--- src/rtl/hm01b0_i2c_pkg.sv ---
`default_nettype none
// ============================================================================
// Module   : hm01b0_i2c_pkg
// Purpose  : Shared widths, responder address and state encoding for the
//            HM01B0 I2C register-write responder.
// Revision : 1.0  initial release
// ============================================================================
package hm01b0_i2c_pkg;

    localparam int BYTE_W = 8;
    localparam int ADDR_W = 16;
    localparam int CNT_W  = 4;

    localparam logic [6:0] HM01B0_DEV_ADDR = 7'h24;

    typedef enum logic [3:0] {
        ST_IDLE    = 4'd0,
        ST_DEV     = 4'd1,
        ST_ACK_DEV = 4'd2,
        ST_AH      = 4'd3,
        ST_ACK_AH  = 4'd4,
        ST_AL      = 4'd5,
        ST_ACK_AL  = 4'd6,
        ST_WD      = 4'd7,
        ST_ACK_WD  = 4'd8,
        ST_RD      = 4'd9,
        ST_MACK    = 4'd10,
        ST_IGNORE  = 4'd11
    } state_t;

    // Receive state that follows each ACK slot of a write transaction.
    function automatic state_t ack_next(input state_t s);
        case (s)
            ST_ACK_DEV: return ST_AH;
            ST_ACK_AH:  return ST_AL;
            ST_ACK_AL:  return ST_WD;
            ST_ACK_WD:  return ST_WD;
            default:    return ST_IDLE;
        endcase
    endfunction

endpackage
`default_nettype wire

--- src/rtl/hm01b0_i2c_responder_bus_sampler.sv ---
`default_nettype none
// ============================================================================
// Module   : i2c_bus_sampler
// Purpose  : Synchronises raw SCL/SDA pads and decodes registered one-cycle
//            SCL rise/fall, START and STOP pulses plus the sampled SDA level.
//            Pad-to-pulse latency is three clocks.
// Revision : 1.0  initial release
// ============================================================================
module i2c_bus_sampler (
    input  logic clock,
    input  logic reset,
    input  logic scl_in,
    input  logic sda_in,
    output logic scl_rise,
    output logic scl_fall,
    output logic start,
    output logic stop,
    output logic sda_bit
);

    logic r_scl_meta, r_scl_sync, r_scl_hist;
    logic r_sda_meta, r_sda_sync, r_sda_hist;
    logic r_scl_rise, r_scl_fall, r_start, r_stop, r_sda_bit;

    // Two-flop synchronisers, history flops and registered edge decode;
    // reset to the idle bus level so no false START/STOP follows reset.
    always_ff @(posedge clock) begin
        if (reset) begin
            r_scl_meta <= 1'b1;
            r_scl_sync <= 1'b1;
            r_scl_hist <= 1'b1;
            r_sda_meta <= 1'b1;
            r_sda_sync <= 1'b1;
            r_sda_hist <= 1'b1;
            r_scl_rise <= 1'b0;
            r_scl_fall <= 1'b0;
            r_start    <= 1'b0;
            r_stop     <= 1'b0;
            r_sda_bit  <= 1'b1;
        end else begin
            r_scl_meta <= scl_in;
            r_scl_sync <= r_scl_meta;
            r_scl_hist <= r_scl_sync;
            r_sda_meta <= sda_in;
            r_sda_sync <= r_sda_meta;
            r_sda_hist <= r_sda_sync;
            r_scl_rise <= r_scl_sync & ~r_scl_hist;
            r_scl_fall <= ~r_scl_sync & r_scl_hist;
            r_start    <= r_scl_sync & r_scl_hist & r_sda_hist & ~r_sda_sync;
            r_stop     <= r_scl_sync & r_scl_hist & ~r_sda_hist & r_sda_sync;
            r_sda_bit  <= r_sda_sync;
        end
    end

    assign scl_rise = r_scl_rise;
    assign scl_fall = r_scl_fall;
    assign start    = r_start;
    assign stop     = r_stop;
    assign sda_bit  = r_sda_bit;

endmodule
`default_nettype wire

--- src/rtl/hm01b0_i2c_responder.sv ---
`default_nettype none
// ============================================================================
// Module   : hm01b0_i2c_responder
// Purpose  : I2C target modelling the HM01B0 register interface. Decodes
//            device address, 16-bit register pointer and data bytes and
//            emits one write strobe per data byte.
//            Optional macro HM01B0_I2C_READ_EN adds register reads served
//            from an external lookup (rd_req / rd_addr / rd_data).
// Revision : 1.0  initial release
// ============================================================================
module hm01b0_i2c_responder
    import hm01b0_i2c_pkg::*;
#(
    parameter logic [6:0] DEV_ADDR = HM01B0_DEV_ADDR
) (
    input  logic              clock,
    input  logic              reset,
    input  logic              scl_in,
    input  logic              sda_in,
    output logic              sda_oe,
    output logic              wr_valid,
    output logic [ADDR_W-1:0] wr_addr,
    output logic [BYTE_W-1:0] wr_data,
    output logic              rd_req,
    output logic [ADDR_W-1:0] rd_addr,
    input  logic [BYTE_W-1:0] rd_data,
    output logic              busy
);

    localparam logic [CNT_W-1:0]  c_last_bit = CNT_W'(BYTE_W - 1);
    localparam logic [CNT_W-1:0]  c_one      = CNT_W'(1);
    localparam logic [ADDR_W-1:0] c_inc      = ADDR_W'(1);

    logic w_scl_rise, w_scl_fall, w_start, w_stop, w_sda_bit;

    i2c_bus_sampler u_sampler (
        .clock    (clock),
        .reset    (reset),
        .scl_in   (scl_in),
        .sda_in   (sda_in),
        .scl_rise (w_scl_rise),
        .scl_fall (w_scl_fall),
        .start    (w_start),
        .stop     (w_stop),
        .sda_bit  (w_sda_bit)
    );

    state_t            r_state;
    logic [CNT_W-1:0]  r_cnt;
    logic [BYTE_W-1:0] r_shift;
    logic [BYTE_W-1:0] r_addr_hi;
    logic [ADDR_W-1:0] r_ptr;
    logic              r_ack_on;
    logic              r_sda_oe;
    logic              r_wr_valid;
    logic [ADDR_W-1:0] r_wr_addr;
    logic [BYTE_W-1:0] r_wr_data;
    logic              r_busy;
    logic [BYTE_W-1:0] w_shift_nx;
    logic              w_dev_match;

`ifdef HM01B0_I2C_READ_EN
    logic              r_rd_mode;
    logic              r_rd_req;
    logic              r_rd_ld;
    logic [ADDR_W-1:0] r_rd_addr;

    assign rd_req  = r_rd_req;
    assign rd_addr = r_rd_addr;
`else
    logic w_unused_rd_data;

    assign rd_req           = 1'b0;
    assign rd_addr          = '0;
    assign w_unused_rd_data = ^rd_data;
`endif

    assign w_shift_nx  = {r_shift[BYTE_W-2:0], w_sda_bit};
    assign w_dev_match = (w_shift_nx[BYTE_W-1:1] == DEV_ADDR);

    // Protocol FSM: STOP/START take priority over bit events, then each
    // state reacts to decoded SCL edges; all outputs are registered here.
    always_ff @(posedge clock) begin
        if (reset) begin
            r_state    <= ST_IDLE;
            r_cnt      <= '0;
            r_shift    <= '0;
            r_addr_hi  <= '0;
            r_ptr      <= '0;
            r_ack_on   <= 1'b0;
            r_sda_oe   <= 1'b0;
            r_wr_valid <= 1'b0;
            r_wr_addr  <= '0;
            r_wr_data  <= '0;
            r_busy     <= 1'b0;
`ifdef HM01B0_I2C_READ_EN
            r_rd_mode  <= 1'b0;
            r_rd_req   <= 1'b0;
            r_rd_ld    <= 1'b0;
            r_rd_addr  <= '0;
`endif
        end else begin
            r_wr_valid <= 1'b0;
`ifdef HM01B0_I2C_READ_EN
            r_rd_req   <= 1'b0;
            r_rd_ld    <= r_rd_req;
`endif
            if (w_stop) begin
                r_state  <= ST_IDLE;
                r_sda_oe <= 1'b0;
                r_busy   <= 1'b0;
                r_cnt    <= '0;
                r_ack_on <= 1'b0;
            end else if (w_start) begin
                // Repeated START keeps the register pointer for reads.
                r_state  <= ST_DEV;
                r_sda_oe <= 1'b0;
                r_busy   <= 1'b1;
                r_cnt    <= '0;
                r_ack_on <= 1'b0;
            end else begin
                case (r_state)
                    ST_DEV, ST_AH, ST_AL, ST_WD: begin
                        if (w_scl_rise) begin
                            r_shift <= w_shift_nx;
                            r_cnt   <= r_cnt + c_one;
                            if (r_cnt == c_last_bit) begin
                                r_cnt <= '0;
                                case (r_state)
                                    ST_DEV: begin
                                        if (w_dev_match && !w_shift_nx[0]) begin
                                            r_state <= ST_ACK_DEV;
`ifdef HM01B0_I2C_READ_EN
                                            r_rd_mode <= 1'b0;
                                        end else if (w_dev_match) begin
                                            r_state   <= ST_ACK_DEV;
                                            r_rd_mode <= 1'b1;
`endif
                                        end else begin
                                            r_state <= ST_IGNORE;
                                        end
                                    end
                                    ST_AH: begin
                                        r_addr_hi <= w_shift_nx;
                                        r_state   <= ST_ACK_AH;
                                    end
                                    ST_AL: begin
                                        r_ptr   <= {r_addr_hi, w_shift_nx};
                                        r_state <= ST_ACK_AL;
                                    end
                                    default: begin
                                        r_wr_valid <= 1'b1;
                                        r_wr_addr  <= r_ptr;
                                        r_wr_data  <= w_shift_nx;
                                        r_ptr      <= r_ptr + c_inc;
                                        r_state    <= ST_ACK_WD;
                                    end
                                endcase
                            end
                        end
                    end
                    ST_ACK_DEV, ST_ACK_AH, ST_ACK_AL, ST_ACK_WD: begin
                        // First fall pulls SDA low, second fall releases it.
                        if (w_scl_fall) begin
                            if (!r_ack_on) begin
                                r_ack_on <= 1'b1;
                                r_sda_oe <= 1'b1;
                            end else begin
                                r_ack_on <= 1'b0;
                                r_sda_oe <= 1'b0;
                                r_cnt    <= '0;
                                r_state  <= ack_next(r_state);
`ifdef HM01B0_I2C_READ_EN
                                if (r_state == ST_ACK_DEV && r_rd_mode) begin
                                    r_state   <= ST_RD;
                                    r_rd_req  <= 1'b1;
                                    r_rd_addr <= r_ptr;
                                end
`endif
                            end
                        end
                    end
`ifdef HM01B0_I2C_READ_EN
                    ST_RD: begin
                        // Lookup data arrives two clocks after the request.
                        if (r_rd_ld) begin
                            r_shift  <= rd_data;
                            r_sda_oe <= ~rd_data[BYTE_W-1];
                        end else if (w_scl_rise) begin
                            r_cnt <= r_cnt + c_one;
                        end else if (w_scl_fall) begin
                            if (r_cnt == CNT_W'(BYTE_W)) begin
                                r_sda_oe <= 1'b0;
                                r_cnt    <= '0;
                                r_state  <= ST_MACK;
                            end else begin
                                r_shift  <= {r_shift[BYTE_W-2:0], 1'b0};
                                r_sda_oe <= ~r_shift[BYTE_W-2];
                            end
                        end
                    end
                    ST_MACK: begin
                        // NACK ends the read; a fall here means it was ACKed.
                        if (w_scl_rise) begin
                            if (w_sda_bit) begin
                                r_state <= ST_IGNORE;
                            end
                        end else if (w_scl_fall) begin
                            r_ptr     <= r_ptr + c_inc;
                            r_rd_addr <= r_ptr + c_inc;
                            r_rd_req  <= 1'b1;
                            r_cnt     <= '0;
                            r_state   <= ST_RD;
                        end
                    end
`endif
                    default: begin
                    end
                endcase
            end
        end
    end

    assign sda_oe   = r_sda_oe;
    assign wr_valid = r_wr_valid;
    assign wr_addr  = r_wr_addr;
    assign wr_data  = r_wr_data;
    assign busy     = r_busy;

endmodule
`default_nettype wire

--- config.mk ---
export PLATFORM = sky130hd
export DESIGN_NAME = hm01b0_i2c_responder
export DESIGN_NICKNAME = d
export VERILOG_FILES = /design/src/rtl/hm01b0_i2c_pkg.sv /design/src/rtl/hm01b0_i2c_responder_bus_sampler.sv /design/src/rtl/hm01b0_i2c_responder.sv
export SDC_FILE = /design/constraint.sdc
export NUM_CORES = 1
export LEC_CHECK = 0
export CAP_MARGIN = 20
export CORE_MARGIN = 2
export CORE_UTILIZATION = 28
export DETAILED_ROUTE_END_ITERATION = 10
export PLACE_DENSITY = 0.51
export SLEW_MARGIN = 15
export SYNTH_ARGS = -nofsm -noshare
export SYNTH_HDL_FRONTEND = slang
export SYNTH_SLANG_ARGS = --single-unit
--- constraint.sdc ---
create_clock -name clock -period 5.03 [get_ports clock]
set_input_delay 1.006 -clock clock [delete_from_list [all_inputs] [get_ports clock]]
set_output_delay 1.006 -clock clock [all_outputs]
set_load 0.02 [all_outputs]
# Word-level counts from Yosys, hierarchy flattened
# Index checks and enable logic that the tools add are counted.
# Widths: inputs -> output; s select.
totals:
  regBits: 76
  inputBits: 12
  out_inout_bits: 44
  word_cells: 96
op_classes:
  n_addsub: 2
  n_eq_ne: 18
  mux: 17
  n_bitwise: 18
  n_reduce_logical: 20
op_table:
  columns: ["op", "count"]
  rows:
  - ["$mux 4", 9]
  - ["$pmux 16 s2", 1]
  - ["$eq 4x3->1 const B", 5]
  - ["$reduce_and 6->1", 3]
  - ["$add 16x1->16 const B", 1]
  - ["$pmux 4 s2", 2]
  - ["$pmux 4 s3", 1]
  - ["$not 1->1", 11]
  - ["$reduce_and 5->1", 2]
  - ["$pmux 3 s3", 1]
  - ["$eq 4x2->1 const B", 2]
  - ["$reduce_and 4->1", 2]
  - ["$reduce_or 4->1", 2]
  - ["$and 1x1->1", 7]
  - ["$eq 7x6->1 const B", 1]
  - ["$ne 3x1->1 const B", 2]
  - ["$ne 3x2->1 const B", 2]
  - ["$reduce_or 2->1", 3]
  - ["$reduce_or 3->1", 2]
  - ["$reduce_or 6->1", 1]
  - ["$add 4x1->4 const B", 1]
  - ["$eq 4x1->1 const B", 1]
  - ["$eq 4x4->1 const B", 1]
  - ["$ne 2x1->1 const B", 2]
  - ["other kinds (7)", 10]

# Depth between registers and ports, before layout
# Gate-level depths: netlist (run 1).
depth:
  ltp_word: 8
  mapped_depth: 7
  depth_no_buf: 5

# Hierarchy
# Synthesis (run 1) repeated with hierarchy kept, for this count alone.
hier_totals:
  hier_cells: 416
  area_unflattened_um2: 3429.5
by_module_without_submodules:
  columns: ["module", "instances", "cells_each", "area_each_um2", "seq_area_each_um2"]
  rows:
  - ["hm01b0_i2c_responder", 1, 394, 3129.3, 1321.3]
  - ["i2c_bus_sampler", 1, 22, 300.3, 200.2]

# Least setup slack after synthesis (run 1)
# No wires, ideal clock.
synth_path:
  path_type: "input -> register"
  start: "input port reset"
  end: "register u_sampler.r_scl_meta"
  setup_ns: 0.123
  arrival_ns: 1.651
  required_time_ns: 4.907
  slack_ns: 3.256
  path_stages: 3
  n_path_buf: 2
  path_cell_list: "clkbuf_1 > clkbuf_1 > or2_2"
synth_lines:
  columns: ["item", "line", "rtl"]
  rows:
  - ["start: declaration", "hm01b0_i2c_responder.sv:17", "input logic reset,"]
  - ["end signal: assignment", "hm01b0_i2c_responder_bus_sampler.sv:41", "r_scl_meta <= scl_in;"]
  - ["end: declaration", "hm01b0_i2c_responder_bus_sampler.sv:21", "logic r_scl_meta, r_scl_sync, r_scl_hist;"]
# No word-level cell between the ends.

# Worst setup path after layout (run 1)
layout_path:
  start: "register r_state[0]"
  end: "register r_wr_addr[15], in the netlist wr_addr[15]"
layout_between:
  elab_chain_len: 4
  elab_cells_between_ends: 8
  cone_classes: "eq/ne (4); bitwise (1); reduce/logical (3)"
layout_rtl:
  columns: ["item", "line", "rtl"]
  rows:
  - ["start: declaration", "hm01b0_i2c_responder.sv:48", "state_t r_state;"]
  - ["start signal: assignment", "hm01b0_i2c_responder.sv:172", "r_state <= ack_next(r_state);"]
  - ["$eq 4x3->1 (tied with other cells)", "hm01b0_i2c_responder.sv:122, hm01b0_i2c_responder.sv:129", null]
  - ["$reduce_or 3->1 (no source line)", null, null]
  - ["$not 1->1 (no source line)", null, null]
  - ["$reduce_and 6->1 (no source line) (*)", null, null]
  - ["end signal: assignment", "hm01b0_i2c_responder.sv:153", "r_wr_addr <= r_ptr;"]
  - ["end: declaration", "hm01b0_i2c_responder.sv:56", "logic [ADDR_W-1:0] r_wr_addr;"]
# Every way passes the cells marked *; elsewhere a longest branch is shown, timed or not.
# A chain may end at the register's enable or synchronous reset.

==> results of run 1 <==
-- through the flow --
step | util (%) | total power [mW] | cells | area, um2
global placement | 31.3 | 0.660 | 602 | 3950
finish | 33.7 | 1.30 | 618 | 4260
global route | 33.7 | 1.34 | 618 | 4260
floorplan | - | 0.662 | 447 | 3680
CTS | 33.7 | 1.31 | 618 | 4260
detailed placement | 31.3 | 0.660 | 602 | 3950
-- where the power goes --
part	switching, mW	internal (mW)	leakage, nW
combinational	0.0305	0.00778	0.683
sequential	0.00327	0.605	0.613
clock	0.240	0.409	0.149
total	0.274	1.02	1.44
-- layout make-up --
class / instances / area, um2 / area share [%]
clock buffers: 12 / 256 / 6.02
clock inverters: 4 / 47.5 / 1.12
inverters: 7 / 26.3 / 0.617
multi-input cells: 313 / 1870 / 43.8
flip-flops and latches: 76 / 1520 / 35.7
well taps: 172 / 215 / 5.05
repair buffers: 34 / 325 / 7.64
-- kinds of logic after synthesis --
logic type	synth area share (%)
simple gates	26.9
compound gates	19.0
flops	42.0
buf+inv	8.50
mux	2.49
fa+ha+maj	0.691
other cells	0.104
xor+xnor	0.242
-- worst max-delay path, cell delays in order (launching register included) --
cell     delay (ns)
dfxtp_1        0.55
and3b_1        0.59
nand3_1        0.84
o21ai_0        0.39
a21oi_1        0.10
-- flip-flops by register name, summed over array words and instances (netlist names), 4 cells and up --
signal / cells
r_state: 4
wr_addr: 16
wr_data: 8
r_addr_hi: 8
r_shift: 7
r_cnt: 4
r_ptr: 16
-- final timing paths --
kind	startpoint	to	slack, ns	cells past startpoint
max reg2reg	r_state[0]$_SDFFE_PP0P_	wr_addr[15]$_SDFFE_PP0P_	2.38	4
min	u_sampler.r_scl_meta$_SDFF_PP1_	u_sampler.r_scl_sync$_SDFF_PP1_	0.41	1
max	r_state[0]$_SDFFE_PP0P_	wr_addr[15]$_SDFFE_PP0P_	2.38	4
min reg2reg	u_sampler.r_scl_meta$_SDFF_PP1_	u_sampler.r_scl_sync$_SDFF_PP1_	0.41	1
-- placed cells by master, fill, tap and decap left out, types with 3 or more instances in the layout --
cell type,count
clkdlybuf4s50_1,29
dfxtp_1,76
o32ai_1,5
and2_1,5
nand3_1,41
o21bai_1,3
nor4_1,7
a31oi_1,7
buf_4,4
clkbuf_16,9
nor2b_1,5
o21ai_0,39
nor3b_1,5
or2_2,7
o31a_1,3
a21oi_1,48
conb_1,17
nand2_1,28
or4_1,3
or3_1,5
mux2i_1,9
nor2_1,22
nor3_1,9
inv_1,7
nand4_1,3
a22oi_1,3
-- metal layers --
metal	share of wire (%)	up-vias	track usage (%)
met5	0	-	0
met4	1.3	0	4.22
met3	4.5	8	3.20
met2	44	70	19.0
met1	50	1468	17.5
li1	-	1554	-
==> flow_summary.ini, run 1 <==
[status]
outcome = completed

[sta]
worst_pin_slew_ns = 0.996
whs_ns = 0.407
hold_violations = 0
finalMaxSlewViolations = 0
setup_violations = 0
fin_crit_ns = 2.65
relSlewSlack_pct = 33.4
period_share_pct = 52.6
max_freq_mhz = 378
fin_setup_tns_ns = 0
skew_ns = 0.0133
rsz0062_at_grt = false
setup_ws_ns = 2.38

[final_layout]
layout-drive-gt1-share_pct = 8.97
area_delta_synth_final_pct = 17.6
antenna_cells = 0
fillers = 1351
final_nets = 455

[synth]
yosysWarnings = 0
syn-cell-area_mm2 = 0.00362
synth_cell_types = 57
synth_top_cell_by_area = dfxtp_1
synth_most_common_cell = dfxtp_1
ys_seq_area_share_pct = 42.0
ys_ff_latch = 76
ys_top_cells_by_count = dfxtp_1 (76), a21oi_1 (48), nand3_1 (41), o21ai_0 (39), nand2_1 (28)
synthCells = 431
syn_area_per_cell_um2 = 8.40
synth_top_area_share_pct = 42.0
synth_edf_count = 0
async_flop_share_pct = 0
synthTopCellsByArea = dfxtp_1 (42%), a21oi_1 (6.6%), nand3_1 (5.7%), o21ai_0 (5.4%), buf_4 (3.7%)
synth_ff_type = dfxtp_1

[worst_setup_path]
critical_path_class = reg -> reg
required_ns = 5.21
cp-start-kind = register
cp.arrival_ns = 2.82
worstSetupEndpointType = register
cp_max_fo = 25

[power_and_ir_drop]
peakVddDrop_v = 0.000259
p_leak_nw = 1.44
power_density_mw_per_mm2 = 304

[floorplanning]
core_area_mm2 = 0.0126
rows = 41
die_h_um = 118
initial_utilization_pct = 28.7
io_pins = 56
die-area_mm2 = 0.0139
die_w_um = 118

[clock_tree]
cts-hold-fix-buffers = 0
numCtsBuffers = 9
cts_setup_buffers = 0
tritoncts = yes
cts.clk_slew.worst_paths_ns = 0.06
clock_latency_ns = 0.34
cts_sinks = 76
htreeDepth = 3
cts_resized = 0
cts_max_path_buffers = 2
ctsRootBufferMaster = clkbuf_16

[place]
numPortBuffers = 30
dpl_worst_slack_ns = 2.43
dpl.hpwl_um = 5640
place_congestion = 0.822

[detailed_routing]
wirelength_um = 8690
drt_iter0_markers = 165
avgViaCountPerCell = 5.02
wire_per_inst_um = 14.1
vias = 3100
postRouteAntennaNets = 0
first_pass_iters = 4
drc = 0

[global_route]
overflow = 0
globalRouteTotalUtil_pct = 12.6
antenna_found_initial = 0
grt_pass1_vias = 2735
grt_start_max_net_pins = 42
grt_pass1_wl_um = 14100

[min_path]
hp-class = reg -> reg

[run]
cap_violations = 0
Note: power is estimated with default switching activity, not from simulation.
==> inputs of run 2 (changes only) <==
PLACE_DENSITY = 0.53   (was 0.51)
clock period = 2.4 ns   (was 5.03 ns; I/O delays follow)
==> run 2 against run 1 <==
Net effect: register-to-register slack got worse by 2.0 ns; combinational power increased by 120%; count of clock-buffer cells in the layout decreased by 2; sequential cell count unchanged; design area increased by 2.6%; global-route usage increased by 0.59 points; worst setup slack got worse by 2.0 ns; first-iteration DRC count increased by 4.2%; clock power increased by 140%; non-clock buffer count increased by 10; critical endpoint is now r_ptr[14]$_SDFFE_PP0P_.
==> flow_summary.ini, run 2 (synthesis results as in run 1) <==
[clock_tree]
htreeDepth = 3
cts-hold-fix-buffers = 0
cts_sinks = 76
cts_resized = 0
cts.clk_slew.worst_paths_ns = 0.06
tritoncts = yes
numCtsBuffers = 9
cts_max_path_buffers = 2
cts_setup_buffers = 0
clock_latency_ns = 0.34
ctsRootBufferMaster = clkbuf_16

[global_route]
grt_start_max_net_pins = 36
grt_pass1_wl_um = 14900
grt_pass1_vias = 2994
globalRouteTotalUtil_pct = 13.2
overflow = 0
antenna_found_initial = 0

[final_layout]
antenna_cells = 0
final_nets = 465
fillers = 1362
layout_commonest_cell = dfxtp_1
layout-drive-gt1-share_pct = 11.0
finalInstanceArea_mm2 = 0.00437
most-common-layout-cells = dfxtp_1 (76), a21oi_1 (48), nand3_1 (41)
area_delta_synth_final_pct = 20.7

[sta]
skew_ns = 0.00912
fin_crit_ns = 2.01
fin_setup_tns_ns = 0
setup_ws_ns = 0.391
relSlewSlack_pct = 62.5
max_freq_mhz = 498
worst_pin_slew_ns = 0.557
setup_violations = 0
finalMaxSlewViolations = 0
rsz0062_at_grt = false
period_share_pct = 83.7
hold_violations = 0

[floorplanning]
initial_utilization_pct = 28.7
rows = 41
die-area_mm2 = 0.0139
die_h_um = 118
die_w_um = 118
core_area_mm2 = 0.0126
io_pins = 56

[power_and_ir_drop]
power_switching_uw = 592
power.internal_mw = 2.32
p_leak_nw = 1.51
peakVddDrop_v = 0.000419
power.total_mw = 2.91
pwr-share-seq_pct = 43.8
power_frac_comb_pct = 2.9
netSwitchingFraction_pct = 20.3
power_density_mw_per_mm2 = 667
pwr-share-clk_pct = 53.3

[worst_setup_path]
critical_path_class = reg -> reg
cp_max_fo = 7
cp-start-kind = register
worstSetupEndpointType = register
required_ns = 2.61
cp.arrival_ns = 2.22

[detailed_routing]
avgViaCountPerCell = 4.99
postRouteAntennaNets = 0
drt_iter0_markers = 172
vias = 3127
drc = 0
wire_per_inst_um = 14.1
first_pass_iters = 4
wirelength_um = 8850

[place]
place_congestion = 0.809
dpl.hpwl_um = 5990
numPortBuffers = 30
placed_cell_area_mm2 = 0.00403
dpl_worst_slack_ns = 0.405

[run]
cap_violations = 0

[status]
outcome = completed

[min_path]
hp-class = reg -> reg
==> run 2: cell type report <==
| cell class | instances | area (um2) | area share [%] |
|---|---|---|---|
| multi-input cells | 313 | 1870 | 42.7 |
| flip-flops and latches | 76 | 1520 | 34.8 |
| repair buffers | 44 | 400 | 9.17 |
| clock buffers | 10 | 239 | 5.47 |
| well taps | 172 | 215 | 4.93 |
| clock inverters | 5 | 100 | 2.29 |
| inverters | 7 | 26.3 | 0.602 |
==> run 2: per-stage QoR <==
stage,std cells,util (%),hold WS [ns]
2_1_floorplan,447,-,0.389
3_3_place_gp,612,31.9,0.395
3_5_place_dp,612,31.9,0.398
4_1_cts,627,34.6,0.412
5_1_grt,627,34.6,0.423
6_report,627,34.6,0.410
==> run 2: worst max-delay path, stage by stage (launching register included) <==
cell,delay (ns)
dfxtp_1,0.49
ha_1,0.27
nand3_1,0.21
or4_1,0.63
o211ai_2,0.18
o211ai_1,0.10
==> run 2: power groups by stage <==
stage | sequential (mW) | combinational [mW] | clock [mW]
2_1_floorplan | 1.30 | 0.0872 | 0
4_1_cts | 1.28 | 0.0841 | 1.58
3_5_place_dp | 1.30 | 0.0841 | 0
3_3_place_gp | 1.30 | 0.0824 | 0
5_1_grt | 1.28 | 0.0903 | 1.64
6_report | 1.28 | 0.0835 | 1.55
==> run 2: worst paths after layout <==
kind | startpoint | end | slack (ns) | depth (start not counted)
max | r_ptr[0]$_SDFFE_PP0P_ | r_ptr[14]$_SDFFE_PP0P_ | 0.39 | 5
min | u_sampler.r_scl_meta$_SDFF_PP1_ | u_sampler.r_scl_sync$_SDFF_PP1_ | 0.41 | 1
max reg2reg | r_ptr[0]$_SDFFE_PP0P_ | r_ptr[14]$_SDFFE_PP0P_ | 0.39 | 5
min reg2reg | u_sampler.r_scl_meta$_SDFF_PP1_ | u_sampler.r_scl_sync$_SDFF_PP1_ | 0.41 | 1
==> run 2: routing by layer <==
metal	up-vias	track usage [%]	share of wire [%]
li1	1566	-	-
met1	1471	17.8	49
met2	78	19.8	44
met3	12	4.36	6.0
met4	0	4.44	1.2
met5	-	0	0
==> inputs of run 3 (changes only) <==
clock period = 1.7 ns   (was 2.4 ns; I/O delays follow)
==> run 3 against run 2 <==
Net effect: first-iteration DRC count is 10% lower; sequential power increased by 41%; die area stayed put; worst hold slack gained 0.0010 ns; largest cell class unchanged.
==> flow_summary.ini, run 3 (synthesis results as in run 1) <==
[min_path]
hp-class = reg -> reg
hold_end = u_sampler.r_scl_sync$_SDFF_PP1_
min_from = u_sampler.r_scl_meta$_SDFF_PP1_
hold_path_depth = 1

[global_route]
grt_pass1_wl_um = 15100
overflow = 0
grt_pass1_vias = 2964
globalRouteTotalUtil_pct = 13.4
antenna_found_initial = 0
grt_start_max_net_pins = 36

[power_and_ir_drop]
p_leak_nw = 1.69
power_density_mw_per_mm2 = 826
peakVddDrop_v = 0.000660
power.total_mw = 3.86

[place]
dpl_worst_slack_ns = -0.0328
place_congestion = 0.793
placed_cell_area_mm2 = 0.00430
numPortBuffers = 30
dpl.hpwl_um = 6260

[sta]
setup_violations = 0
skew_ns = 0.00714
hold_violations = 0
rsz0062_at_grt = true
fin_crit_ns = 1.62
max_freq_mhz = 618
setup_ws_ns = 0.0827
finalMaxSlewViolations = 0
whs_ns = 0.411
period_share_pct = 95.1

[floorplanning]
initial_utilization_pct = 28.7
rows = 41
core_area_mm2 = 0.0126
io_pins = 56
die_w_um = 118
die-area_mm2 = 0.0139
die_h_um = 118

[final_layout]
fillers = 1328
area_delta_synth_final_pct = 29.1
antenna_cells = 0
final_nets = 500
most-common-layout-cells = dfxtp_1 (68), a21oi_1 (47), buf_4 (47)
layout-drive-gt1-share_pct = 21.2
layout_commonest_cell = dfxtp_1
finalInstanceArea_mm2 = 0.00467
multi_input_area_mm2 = 0.00191
seq_area_mm2 = 0.00153

[clock_tree]
numCtsBuffers = 9
ctsRootBufferMaster = clkbuf_16
clock_latency_ns = 0.33
tritoncts = yes
cts_sinks = 76
cts.clk_slew.worst_paths_ns = 0.06
htreeDepth = 3
cts-hold-fix-buffers = 0
cts_max_path_buffers = 2

[detailed_routing]
top_layer = met4
postRouteAntennaNets = 0
route.met2.wl_um = 4050
wirelength_um = 9120
first_pass_iters = 4
avgViaCountPerCell = 4.86
wire_per_inst_um = 13.8
vias = 3223
drt_iter0_markers = 154
drc = 0
wl_met1_um = 4590
wl_met3_um = 391

[worst_setup_path]
critical_path_class = reg -> out
cp_max_fo = 2
reg2regPathDepth = 5
required_ns = 1.36
ff2ff_setup_slack_ns = 0.09
crit_chain = clkdlybuf4s50_1
r2r-start = r_ptr[0]$_SDFFE_PP0P_
cp-start-kind = register
critPathSlowestCell = clkdlybuf4s50_1
max_stage_delay_ns = 0.62
worstSetupEndpointType = output port
cp_num_buf_inv = 1
critical_path.top_delay_family = buffers and inverters
reg2reg_to = r_ptr[14]$_SDFFE_PP0P_
cp.arrival_ns = 1.28

[run]
cap_violations = 0

[status]
outcome = completed
==> run 3: changes by cell type in the layout (fill, tap and decap cells not counted), moves of 2 or more <==
cell       before  now
o21ai_1         1    3
dfxtp_1        76   68
o21ai_0        39   37
ha_1            2    0
and3b_2         0    2
and3b_1         2    0
buf_12          0    2
buf_4          14   47
clkinv_2        2    4
ha_2            0    2
bufinv_16       3    1
dfxtp_2         0    8
==> run 3: where the power goes <==
group | switching [mW] | internal [mW]
combinational | 0.0985 | 0.0350
clock | 0.721 | 1.21
sequential | 0.00665 | 1.79
==> run 3: worst reg2reg max path: stages (launching register included) <==
cell and delay (ns):
dfxtp_2 0.32, ha_2 0.19, nand3_2 0.13, or4_4 0.58
o211ai_2 0.17, o211ai_1 0.10
==> run 3: per-layer routing <==
metal	global-route usage, %	vias up
met1	19.0	1514
li1	-	1634
met4	3.16	0
met5	0	-
met2	20.4	67
met3	3.25	8
==> run 3: stage by stage <==
stage	utilization (%)	std cells	TNS, ns
after CTS	36.5	660	-0.136
after detailed placement	34.0	644	-0.148
final	37.0	663	0
after global placement	34.0	644	0
after floorplan	-	447	0
after global routing	37.0	663	-0.00771
==> run 3: timing repair <==
item                                    4_1_cts  5_1_grt
endpoints found under the setup margin       14       53
setup buffers                                 0        3
resized for setup                             1       19
pin swaps                                     0        2
==> run 3: final cells by class <==
| class | instances | area share, % |
|---|---|---|
| well taps | 172 | 4.61 |
| inverters | 7 | 0.562 |
| clock buffers | 11 | 5.41 |
| multi-input cells | 313 | 40.8 |
| flip-flops and latches | 76 | 32.8 |
| clock inverters | 5 | 1.07 |
| repair buffers | 79 | 14.8 |
==> run 3: worst max path at each step <==
stage / start / end / slack (ns) / cells past startpoint
after floorplan: r_ptr[0]$_SDFFE_PP0P_ / r_ptr[14]$_SDFFE_PP0P_ / 0.03 / 5
after global placement: r_cnt[0]$_SDFFE_PP0P_ / r_addr_hi[5]$_SDFFE_PP0P_ / 0.02 / 5
after detailed placement: r_cnt[0]$_SDFFE_PP0P_ / r_addr_hi[5]$_SDFFE_PP0P_ / -0.03 / 5
after CTS: r_state[0]$_SDFFE_PP0P_ / r_addr_hi[5]$_SDFFE_PP0P_ / -0.03 / 4
after global routing: r_state[0]$_SDFFE_PP0P_ / r_ptr[5]$_SDFFE_PP0P_ / -0.008 / 5
final: wr_addr[15]$_SDFFE_PP0P_ / wr_addr[15] / 0.08 / 1
